`src/rtl/noc_flit_packetizer.sv`:
```
// Network-interface flit transmitter: turns a packet request plus a payload
// stream into head/body/tail flits with credit-based flow control on two VCs.
module noc_flit_packetizer #(
    parameter int BUF_DEPTH = 4,
    parameter int LEN_W     = 6
) (
    input  logic             clk,
    input  logic             rst,
    input  logic             req_valid,
    output logic             req_ready,
    input  logic [7:0]       req_dest_x,
    input  logic [7:0]       req_dest_y,
    input  logic [LEN_W-1:0] req_len,
    input  logic             pl_valid,
    output logic             pl_ready,
    input  logic [39:0]      pl_data,
    output logic             flit_valid,
    output logic [63:0]      flit_out,
    output logic [1:0]       flit_vc,
    input  logic [1:0]       credit_in,
    output logic             busy,
    output logic             credit_err
);
    localparam int              CW       = $clog2(BUF_DEPTH + 1);
    localparam logic [CW-1:0]   CRED_MAX = CW'(BUF_DEPTH);

    localparam logic [1:0] S_IDLE = 2'd0;
    localparam logic [1:0] S_HEAD = 2'd1;
    localparam logic [1:0] S_BODY = 2'd2;
    localparam logic [1:0] S_TAIL = 2'd3;

    localparam logic [2:0] T_HEAD = 3'b000;
    localparam logic [2:0] T_BODY = 3'b001;
    localparam logic [2:0] T_TAIL = 3'b010;

    typedef struct packed {
        logic [7:0]       dest_y;
        logic [7:0]       dest_x;
        logic [LEN_W-1:0] len;
    } pkt_req_t;

    logic [1:0]       state;
    pkt_req_t         req_q;
    logic [LEN_W-1:0] flits_left;
    logic [4:0]       pkt_id;
    logic             vc_lock;
    logic             cur_vc;
    logic             credit_avail;
    logic             send;
    logic [2:0]       ftype;
    logic [CW-1:0]    credit [2];
    logic [1:0]       cred_ok;
    logic [1:0]       cred_dec;
    logic [1:0]       cred_ovf;

    // Head picks the lowest VC with room; later flits stay on the locked VC.
    always_comb begin
        cur_vc       = vc_lock;
        credit_avail = 1'b0;
        ftype        = T_HEAD;
        case (state)
            S_HEAD: begin
                cur_vc       = ~cred_ok[0];
                credit_avail = |cred_ok;
            end
            S_BODY: begin
                credit_avail = cred_ok[vc_lock];
                ftype        = T_BODY;
            end
            S_TAIL: begin
                credit_avail = cred_ok[vc_lock];
                ftype        = T_TAIL;
            end
            default: ;
        endcase
    end

    assign send      = pl_valid & credit_avail & (state != S_IDLE);
    assign pl_ready  = send;
    assign req_ready = (state == S_IDLE);
    assign busy      = (state != S_IDLE);

    genvar v;
    for (v = 0; v < 2; v++) begin : g_vc
        assign cred_ok[v]  = (credit[v] != '0);
        assign cred_dec[v] = send & (cur_vc == 1'(v));
        assign cred_ovf[v] = credit_in[v] & ~cred_dec[v] & (credit[v] == CRED_MAX);

        // A return and a send on the same VC in one cycle cancel out.
        always_ff @(posedge clk or posedge rst) begin
            if (rst)
                credit[v] <= CRED_MAX;
            else if (cred_dec[v] & ~credit_in[v])
                credit[v] <= credit[v] - 1'b1;
            else if (credit_in[v] & ~cred_dec[v] & ~cred_ovf[v])
                credit[v] <= credit[v] + 1'b1;
        end
    end

    always_ff @(posedge clk or posedge rst) begin
        if (rst)
            credit_err <= 1'b0;
        else if (|cred_ovf)
            credit_err <= 1'b1;
    end

    always_ff @(posedge clk or posedge rst) begin
        if (rst) begin
            state      <= S_IDLE;
            req_q      <= '0;
            flits_left <= '0;
            pkt_id     <= '0;
            vc_lock    <= 1'b0;
        end else begin
            case (state)
                S_IDLE: if (req_valid) begin
                    req_q.dest_x <= req_dest_x;
                    req_q.dest_y <= req_dest_y;
                    req_q.len    <= (req_len < LEN_W'(2)) ? LEN_W'(2) : req_len;
                    state        <= S_HEAD;
                end
                S_HEAD: if (send) begin
                    vc_lock    <= cur_vc;
                    flits_left <= req_q.len - 1'b1;
                    state      <= (req_q.len - 1'b1 > LEN_W'(1)) ? S_BODY : S_TAIL;
                end
                S_BODY: if (send) begin
                    flits_left <= flits_left - 1'b1;
                    if (flits_left == LEN_W'(2))
                        state <= S_TAIL;
                end
                S_TAIL: if (send) begin
                    pkt_id <= pkt_id + 1'b1;
                    state  <= S_IDLE;
                end
                default: state <= S_IDLE;
            endcase
        end
    end

    always_ff @(posedge clk or posedge rst) begin
        if (rst) begin
            flit_valid <= 1'b0;
            flit_out   <= '0;
            flit_vc    <= '0;
        end else begin
            flit_valid <= send;
            if (send) begin
                flit_out <= {req_q.dest_y, req_q.dest_x, ftype, pkt_id, pl_data};
                flit_vc  <= {1'b0, cur_vc};
            end
        end
    end
endmodule
```
`config.mk`:
```
export PLATFORM = sky130hd
export DESIGN_NAME = noc_flit_packetizer
export DESIGN_NICKNAME = d
export VERILOG_FILES = /design/src/rtl/noc_flit_packetizer.sv
export SDC_FILE = /design/constraint.sdc
export NUM_CORES = 1
export LEC_CHECK = 0
export BUFFER_PORTS_ARGS = -buffer_cell sky130_fd_sc_hd__buf_2
export CAP_MARGIN = 10
export CORE_ASPECT_RATIO = 2
export CORE_UTILIZATION = 45
export CTS_BUF_LIST = sky130_fd_sc_hd__clkbuf_16
export DETAILED_ROUTE_END_ITERATION = 16
export PLACE_DENSITY = 0.71
export SYNTH_ARGS = -nofsm -noshare
export SYNTH_HDL_FRONTEND = slang
export SYNTH_SLANG_ARGS = --single-unit
```
`constraint.sdc`:
```
create_clock -name clk -period 4.3 [get_ports clk]
set_input_delay 0.43 -clock clk [delete_from_list [all_inputs] [get_ports clk]]
set_output_delay 0.43 -clock clk [all_outputs]
set_load 0.005 [all_outputs]
```
==> results.sh, run 1 <==
export IMPL_yosys_area_share_adder_pct=3.654
export IMPL_synth_flop_cell="dfrtp_1"
export IMPL_port_buffers=136
export IMPL_critical_path_class="reg -> out"
export IMPL_relSlewSlack_pct=36.71
export IMPL_netlist_area_sq_mm=0.004862
export IMPL_synth_area_leaders="dfrtp_1 (55%), nand2_1 (16%), mux2_2 (5.1%), ha_1 (2.8%), nor2_1 (1.8%)"
export IMPL_arrival_ns=3.01
export IMPL_gp_congestion=0.7695
export IMPL_grt_max_degree=81
export IMPL_wl_per_cell_microns=13.87
export IMPL_synth_warnings=0
export IMPL_dpl_worst_slack_ns=1.102
export IMPL_worstPathMaxFanout=46
export IMPL_htree_levels=3
export IMPL_design_core_area_sq_mm=0.01048
export IMPL_finClkSkew_ns=0.007236
export IMPL_io_pin_count=139
export IMPL_synthToLayoutAreaGrowth_pct=22.18
export IMPL_max_freq_ghz=0.2911
export IMPL_start_util_pct=46.41
export IMPL_root_buffer="clkbuf_16"
export IMPL_cts_reportedPaths_clkPinSlew_ns=0.07
export IMPL_overflow=0
export IMPL_start_kind="flop"
export IMPL_postCtsSetupRepairBufs=0
export IMPL_tightest_slew_ns=0.9494
export IMPL_slew_violations=0
export IMPL_nets=722
export IMPL_syn_avg_cell_area_sq_um=9.459
export IMPL_setup_slack_ns=0.8648
export IMPL_ir_worst_vdd_mv=0.4528
export IMPL_die_width_microns=75.50
export IMPL_post_route_period_util_pct=79.89
export IMPL_dpl_cell_area_sq_mm=0.005629
export IMPL_drive_gt1_share_pct=28.79
export IMPL_end_kind="output pin"
export IMPL_antenna_cells=0
export IMPL_ys_seq_area_share_pct=55.64
export IMPL_maxCapViolations=0
export IMPL_p_leak_nw=3.139
export IMPL_synth_edf_count=0
export IMPL_antenna_found_initial=0
export IMPL_stdcell_area_sq_mm=0.005941
export IMPL_power_density_mw_per_mm2=787.9
export IMPL_wl_microns=10860
export IMPL_ys_types=54
export IMPL_cts_hold_repair_buffers=0
export IMPL_rsz0062_at_grt="false"
export IMPL_yosys_area_top_type_share_pct=54.55
export IMPL_drc=0
export IMPL_grt_pass1_wl_microns=17590
export IMPL_synth_top_area_cell="dfrtp_1"
export IMPL_cts_path_max_buffers=2
export IMPL_hpwl_microns=7773
export IMPL_outcome="finished clean"
export IMPL_synth_most_common_cell="nand2_1"
export IMPL_hold_class="in -> reg"
export IMPL_vias=3922
export IMPL_synthSimpleGateAreaFrac_pct=21.64
export IMPL_syn_inst=514
export IMPL_hold_violations=0
export IMPL_fin_tns_setup_ns=0
export IMPL_antenna_left=0
export IMPL_synth_seq_cells=108
export IMPL_synthMuxAreaShare_pct=5.533
export IMPL_synth_top_family_by_area="simple AND/OR/NAND/NOR gates"
export IMPL_cts_resized=0
export IMPL_die_h_microns=149
export IMPL_via_per_inst=5.009
export IMPL_async_reset_ff_share_pct=100.0
export IMPL_initialDrtViolationCount=148
export IMPL_cts_tree="yes"
export IMPL_grtUsageTotal_pct=20.41
export IMPL_die_area_sq_mm=0.01125
export IMPL_grt_pass1_vias=3906
export IMPL_synthTopCellsByCount="nand2_1 (203), dfrtp_1 (106), nor2_1 (23)"
export IMPL_numCtsBuffers=9
export IMPL_cp_required_ns=3.87
export IMPL_cts_sinks=108
export IMPL_setup_viol=0
export IMPL_insertion_delay_ns=0.35
export IMPL_synth_compound_area_share_pct=7.952
export IMPL_dr_pass1_iters=5
export IMPL_row_count=53
export IMPL_final_min_clock_period_ns=3.435
export IMPL_synthXorXnorAreaFrac_pct=1.621
## metal layers
metal  global-route usage (%)  vias to the layer above  part of all wire, %
li1                         -                     1914                    -
met3                    3.581                       19                  3.7
met4                    7.500                        0                  2.1
met5                        0                        -                    0
met1                    22.35                     1877                   38
met2                    37.63                      112                   56
## layout by cell type, fill, tap and decap left out, types with 3 or more instances in the layout
master	instances
a21oi_1	13
a22o_1	3
a31oi_1	4
buf_2	136
buf_4	3
clkbuf_16	9
clkinvlp_4	3
dfrtp_1	106
ha_1	11
inv_1	18
mux2_2	22
nand2_1	203
nand3_1	6
nor2_1	23
nor2b_1	3
nor3_1	6
o21ai_0	13
o21ai_1	4
or3_1	5
xnor2_1	4
xor2_1	5
## logic make-up (layout without fill, tap and decap cells)
kind of cell,Yosys count,count (layout)
xor gates and xnor gates,9,9
and+or+nand+nor,259,259
other,1,2
buffers and inverters,44,175
AOI/OAI and AO/OA,56,56
adders and majority gates,13,13
DFF,108,108
muxes,24,24
## sequential cells by signal (all words and copies together), names as in the netlist
register    flops
flit_valid      1
pkt_id          5
credit          6
flit_out       63
credit_err      1
req_q          22
flits_left      6
flit_vc         1
state           2
vc_lock         1
## final timing paths
kind | startpoint | end | slack, ns | depth (start not counted)
setup reg to reg | state[0] | credit[2] | 1.06 | 11
hold / removal | pl_data[4] | flit_out[4] | 0.27 | 3
setup / recovery | state[0] | pl_ready | 0.86 | 7
max in group asynchronous | rst | credit[5] | 3.00 | 3
min in group asynchronous | rst | flit_out[22] | 0.31 | 2
hold reg to reg | req_q[13] | flit_out[55] | 0.47 | 2
## critical path, cell delays in order, from the launching register on
cell       delay [ns]
dfrtp_1          0.44
inv_1            0.14
ha_1             0.49
nor2_1           0.16
a2111oi_2        0.46
a31oi_4          0.06
inv_2            0.63
buf_2            0.26
## report_power, final
group	internal (mW)	switching (mW)
Combinational	0.844	1.15
Clock	0.459	0.379
Sequential	1.52	0.329
## metrics by stage
step	cells	hold WS, ns	utilization, %	power (mW)
5_1_grt	783	0.2652	56.70	5.091
2_1_floorplan	515	0.4323	-	3.197
3_5_place_dp	767	0.4520	53.73	3.875
4_1_cts	783	0.2546	56.70	4.736
3_3_place_gp	767	0.4432	53.73	3.769
6_report	783	0.2691	56.70	4.681
## area by class of cell
type | instances | area (sq um)
fill | 961 | 4537
sequential | 108 | 2705
multi-input combinational | 363 | 1972
timing repair buffer | 139 | 703.2
clock buffer | 9 | 225.2
tap | 137 | 171.4
clock inverter | 7 | 86.33
inverter | 20 | 77.57
Note: power is estimated with default switching activity, not from simulation.
==> run 2, diff against run 1 <==
Settings changed: ABC_AREA from default to 1.
Clock period 4.3 ns to 3.3 ns, I/O delays scaled along.
==> run 2 against run 1 <==
  * Clock skew is essentially flat
  * Largest power group unchanged
  * Sequential share of layout area is 0.61 points higher
  * Routed wire length decreased by 6.3%
  * Flip-flop and latch count unchanged
==> results.sh, run 2 <==
export IMPL_async_reset_ff_share_pct=100.0
export IMPL_design_core_area_sq_mm=0.01021
export IMPL_postCtsSetupRepairBufs=0
export IMPL_ir_worst_vdd_mv=0.3870
export IMPL_netlist_area_sq_mm=0.004787
export IMPL_gp_congestion=0.7939
export IMPL_worstPathMaxFanout=29
export IMPL_cp_required_ns=2.97
export IMPL_cts_hold_repair_buffers=0
export IMPL_p_leak_nw=3.281
export IMPL_vias=3919
export IMPL_numCtsBuffers=9
export IMPL_end_kind="output pin"
export IMPL_row_count=52
export IMPL_startpoint="state[0]"
export IMPL_utilization_pct=57.39
export IMPL_synth_most_common_cell="nand2_1"
export IMPL_post_route_period_util_pct=79.96
export IMPL_critical_path_class="reg -> out"
export IMPL_die_area_sq_mm=0.01108
export IMPL_htree_levels=3
export IMPL_grt_pass1_vias=3776
export IMPL_reg_largest_list="flit_out x63, req_q x22"
export IMPL_synth_warnings=0
export IMPL_port_buffers=136
export IMPL_outcome="finished clean"
export IMPL_antenna_cells=0
export IMPL_fin_tns_setup_ns=0
export IMPL_start_kind="flop"
export IMPL_synth_area_leaders="dfrtp_1 (55%), nand2_1 (21%), o21ai_0 (3.3%), inv_1 (3.1%), ha_1 (2.9%)"
export IMPL_final_min_clock_period_ns=2.639
export IMPL_wl_per_cell_microns=12.30
export IMPL_dr_pass1_iters=4
export IMPL_relSlewSlack_pct=62.43
export IMPL_wl_microns=10180
export IMPL_insertion_delay_ns=0.35
export IMPL_initialDrtViolationCount=227
export IMPL_hold_violations=0
export IMPL_grtUsageTotal_pct=19.23
export IMPL_synth_seq_cells=108
export IMPL_synth_flop_cell="dfrtp_1"
export IMPL_die_width_microns=74.93
export IMPL_die_h_microns=147.9
export IMPL_nets=768
export IMPL_cts_reportedPaths_clkPinSlew_ns=0.07
export IMPL_slew_violations=0
export IMPL_power_density_mw_per_mm2=998.2
export IMPL_max_freq_ghz=0.3790
export IMPL_grt_max_degree=109
export IMPL_largest_reg_flops=63
export IMPL_cts_resized=0
export IMPL_regMostFlops="flit_out"
export IMPL_cts_path_max_buffers=2
export IMPL_cts_sinks=108
export IMPL_slowest_delay_ns=0.43
export IMPL_slowest_stage="dfrtp_1"
export IMPL_finClkSkew_ns=0.007621
export IMPL_crit_chain="inv_1, ha_1, inv_4, nand2_2, nand3_2, nand2_2, nand2_4, inv_2, buf_2"
export IMPL_setup_viol=0
export IMPL_layout_common_cells="nand2_1 (262), buf_2 (136), dfrtp_1 (106)"
export IMPL_overflow=0
export IMPL_syn_avg_cell_area_sq_um=8.641
export IMPL_arrival_ns=2.31
export IMPL_timing_rr_start="state[0]"
export IMPL_ff2ff_path_depth=10
export IMPL_syn_inst=554
export IMPL_hpwl_microns=7256
export IMPL_ys_seq_area_share_pct=56.51
export IMPL_root_buffer="clkbuf_16"
export IMPL_cts_tree="yes"
export IMPL_grt_pass1_wl_microns=16480
export IMPL_synth_top_area_cell="dfrtp_1"
export IMPL_maxCapViolations=0
export IMPL_rsz0062_at_grt="false"
export IMPL_synthTopCellsByCount="nand2_1 (262), dfrtp_1 (106), inv_1 (40)"
export IMPL_drive_gt1_share_pct=25.00
export IMPL_hold_class="in -> async"
export IMPL_cp_common_cell="nand2_2"
export IMPL_synth_edf_count=0
export IMPL_final_common_cell="nand2_1"
export IMPL_yosys_area_top_type_share_pct=55.41
export IMPL_ys_types=34
export IMPL_drc=0
export IMPL_antenna_left=0
export IMPL_tightest_slew_ns=0.5635
export IMPL_io_pin_count=139
export IMPL_synthToLayoutAreaGrowth_pct=22.45
export IMPL_via_per_inst=4.739
export IMPL_antenna_found_initial=0
export IMPL_start_util_pct=46.86
## run 2: cell count changes after synthesis, moves of 8 or more
cell / previous run / this run
inv_1: 19 / 40
mux2_2: 22 / 0
nand2_1: 203 / 262
o21ai_0: 13 / 32
nor2_1: 23 / 15
nand3_1: 6 / 15
a21oi_1: 13 / 2
## run 2: worst max-delay path: cells and delay by family (launching register included)
family	cells	cell delay [ns]
buffers and inverters	4	0.86
flip-flops	1	0.43
adder cells (fa/ha/maj)	1	0.34
AND/OR/NAND/NOR	4	0.35
## run 2: area by class of cell
cell class                 instances  area, sq um
timing repair buffer             142        738.2
clock buffer                       9        225.2
inverter                          44        170.2
clock inverter                     7        81.33
tap                              135        168.9
fill                             954         4353
multi-input combinational        382         1773
sequential                       108         2705
## run 2: cell families (layout without fill, tap and decap cells)
group | Yosys count | in the layout | share of synthesized area [%]
buffers and inverters | 65 | 202 | 6.534
XOR/XNOR | 10 | 10 | 1.830
adder cells (fa/ha/maj) | 13 | 13 | 3.711
AND/OR/NAND/NOR | 309 | 309 | 25.82
other | 1 | 2 | 0.07834
flip-flops | 108 | 108 | 56.51
AO/OA/AOI/OAI | 48 | 48 | 5.515
## run 2: per-layer routing
layer  part of all wire (%)  GRT usage, %  vias up
met1                     41         21.03     1834
met3                    4.4         4.294        8
met4                    1.1         5.849        0
li1                       -             -     1971
met2                     54         35.41      106
met5                      0             0        -
## run 2: worst paths after layout
kind / endpoint / slack, ns
min in group clk: flit_out[35] / 0.17
worst min register to register: flit_vc[0] / 0.47
max in group asynchronous: req_q[18] / 2.76
worst max register to register: flit_out[52] / 0.90
worst max-delay path: pl_ready / 0.66
worst min-delay path: flit_out[6] / 0.10
## run 2: report_power, final
part | switching, mW | internal [mW]
combinational | 1.50 | 0.942
sequential | 0.349 | 1.97
clock | 0.495 | 0.602
## run 2: metrics by stage
step / instances / total power [mW] / worst slack [ns] / hold slack [ns] / instance area, sq um
global route: 827 / 6.401 / 0.4997 / 0.1615 / 5862
detailed placement: 811 / 4.788 / 0.9248 / 0.4538 / 5555
floorplan: 555 / 4.010 / 0.1277 / 0.4396 / 4791
CTS: 827 / 5.923 / 0.6360 / 0.1481 / 5862
global placement: 811 / 4.679 / 0.9913 / 0.4526 / 5555
finish: 827 / 5.851 / 0.6613 / 0.1038 / 5862
==> run 3, diff against run 2 <==
Settings changed: PLACE_DENSITY 0.71 to 0.74.
Clock period 3.3 ns to 2.2 ns, I/O delays scaled along.
==> run 3 against run 2 <==
  * Largest power group unchanged
  * Power up 51%
  * Routed wire length up 2.1%
  * Die area unchanged
  * Flip-flop and latch count unchanged
  * Clock power up 44%
  * Hold slack worse by 0.030 ns
  * Core utilization up 0.73 points
==> results.sh, run 3 (synthesized netlist as in run 2, its figures left out) <==
export IMPL_io_pin_count=139
export IMPL_timing_rr_end="credit[2]"
export IMPL_reg_largest_list="flit_out x63, req_q x22"
export IMPL_setup_viol=0
export IMPL_rsz0062_at_grt="false"
export IMPL_start_kind="flop"
export IMPL_grt_pass1_wl_microns=17010
export IMPL_dr_pass1_iters=8
export IMPL_root_buffer="clkbuf_16"
export IMPL_drive_gt1_share_pct=25.79
export IMPL_hold_violations=0
export IMPL_ff2ff_setup_slack_ns=0.15
export IMPL_cts_reportedPaths_clkPinSlew_ns=0.07
export IMPL_worstPathMaxFanout=20
export IMPL_largest_reg_flops=63
export IMPL_critical_path_class="reg -> out"
export IMPL_synthToLayoutAreaGrowth_pct=24.02
export IMPL_stdcell_area_sq_mm=0.005937
export IMPL_hold_class="in -> reg"
export IMPL_numCtsBuffers=9
export IMPL_nets=774
export IMPL_wl_per_cell_microns=12.47
export IMPL_power_density_mw_per_mm2=1488
export IMPL_initialDrtViolationCount=173
export IMPL_drc=0
export IMPL_final_min_clock_period_ns=2.066
export IMPL_cts_tree="yes"
export IMPL_grt_pass1_vias=3930
export IMPL_ff2ff_path_depth=11
export IMPL_relSlewSlack_pct=55.44
export IMPL_layout_common_cells="nand2_1 (262), buf_2 (136), dfrtp_1 (106)"
export IMPL_max_freq_ghz=0.4839
export IMPL_die_width_microns=74.93
export IMPL_timing_rr_start="state[1]"
export IMPL_startpoint="state[0]"
export IMPL_maxCapViolations=0
export IMPL_crit_end="pl_ready"
export IMPL_htree_levels=3
export IMPL_wl_microns=10390
export IMPL_grt_max_degree=45
export IMPL_cts_path_max_buffers=2
export IMPL_port_buffers=136
export IMPL_dpl_cell_area_sq_mm=0.005612
export IMPL_overflow=0
export IMPL_grtUsageTotal_pct=19.70
export IMPL_antenna_found_initial=0
export IMPL_slew_violations=0
export IMPL_ir_worst_vdd_mv=0.7213
export IMPL_antenna_left=0
export IMPL_final_common_cell="nand2_1"
export IMPL_vias=3962
export IMPL_gp_congestion=0.8324
export IMPL_p_leak_nw=3.308
export IMPL_die_area_sq_mm=0.01108
export IMPL_regMostFlops="flit_out"
export IMPL_fin_tns_setup_ns=0
export IMPL_tightest_slew_ns=0.6670
export IMPL_die_h_microns=147.9
export IMPL_outcome="finished clean"
export IMPL_via_per_inst=4.756
export IMPL_end_kind="output pin"
export IMPL_hpwl_microns=7711
export IMPL_row_count=52
export IMPL_post_route_period_util_pct=93.93
export IMPL_antenna_cells=0
export IMPL_insertion_delay_ns=0.34
export IMPL_cp_required_ns=1.98
export IMPL_design_core_area_sq_mm=0.01021
export IMPL_finClkSkew_ns=0.006152
export IMPL_cts_sinks=108
export IMPL_arrival_ns=1.85
export IMPL_start_util_pct=46.86
==> run 3: changes by cell type in the layout (fill, tap and decap cells not counted), sizes merged <==
cell         delta
clkinv          +2
inv             -3
clkinvlp        +1
dlygate4sd3     +1
buf             +5
==> run 3: metrics by stage <==
stage | total power, mW | instances | hold WS (ns) | utilization [%] | setup WS [ns]
after global routing | 9.668 | 833 | 0.07054 | 58.12 | 0.01376
final | 8.831 | 833 | 0.07362 | 58.12 | 0.1335
after CTS | 8.912 | 832 | 0.06780 | 57.96 | 0.006168
after floorplan | 6.015 | 555 | 0.3296 | - | 0.1829
after detailed placement | 7.272 | 815 | 0.3518 | 54.94 | 0.008860
after global placement | 7.072 | 815 | 0.3456 | 54.94 | 0.1662
==> run 3: timing repair <==
item / in CTS / in global routing
pin swaps: 0 / 1
gates resized for setup: 2 / 7
cloned: 0 / 0
endpoints found under the hold margin: 27 / 0
setup endpoints to repair: 1 / 5
hold buffers: 1 / 0
buffers inserted: 0 / 1
==> run 3: worst min path at each step <==
stage / cells past startpoint / to / slack, ns / start
floorplan: 2 / flit_out[0] / 0.33 / pl_data[0]
global placement: 2 / flit_out[41] / 0.35 / rst
detailed placement: 2 / flit_out[41] / 0.35 / rst
CTS: 3 / req_q[16] / 0.07 / req_dest_y[2]
global route: 3 / flit_out[19] / 0.07 / pl_data[19]
finish: 3 / req_q[19] / 0.07 / req_dest_y[5]
==> run 3: cell type report <==
cell class | count | area [sq um]
fill | 914 | 4278
timing repair buffer | 148 | 810.8
multi-input combinational | 382 | 1779
tap | 135 | 168.9
clock buffer | 9 | 225.2
sequential | 108 | 2705
clock inverter | 7 | 68.82
inverter | 44 | 178.9
==> run 3: report_power, final <==
part / switching (mW) / total [mW] / leakage (nW) / internal [mW]
Clock: 0.698 / 1.58 / 0.148 / 0.881
Combinational: 2.30 / 3.78 / 1.83 / 1.48
Sequential: 0.516 / 3.47 / 1.33 / 2.95
==> run 3: critical path, stage by stage (launching register included) <==
cell	delay [ns]
dfrtp_1	0.44
inv_2	0.10
ha_2	0.21
inv_4	0.07
nand2_2	0.08
nand3_2	0.08
nand2_2	0.12
nand2_4	0.13
inv_8	0.15
buf_2	0.13
==> run 3: per-layer routing <==
metal | share of wire [%] | vias up | GRT usage, % | wire, microns
met1 | 40 | 1834 | 20.69 | 4126
met5 | 0 | - | 0 | 0
met2 | 53 | 126 | 36.13 | 5511
met4 | 2.6 | 0 | 8.774 | 268
li1 | - | 1981 | - | -
met3 | 4.6 | 21 | 3.885 | 480
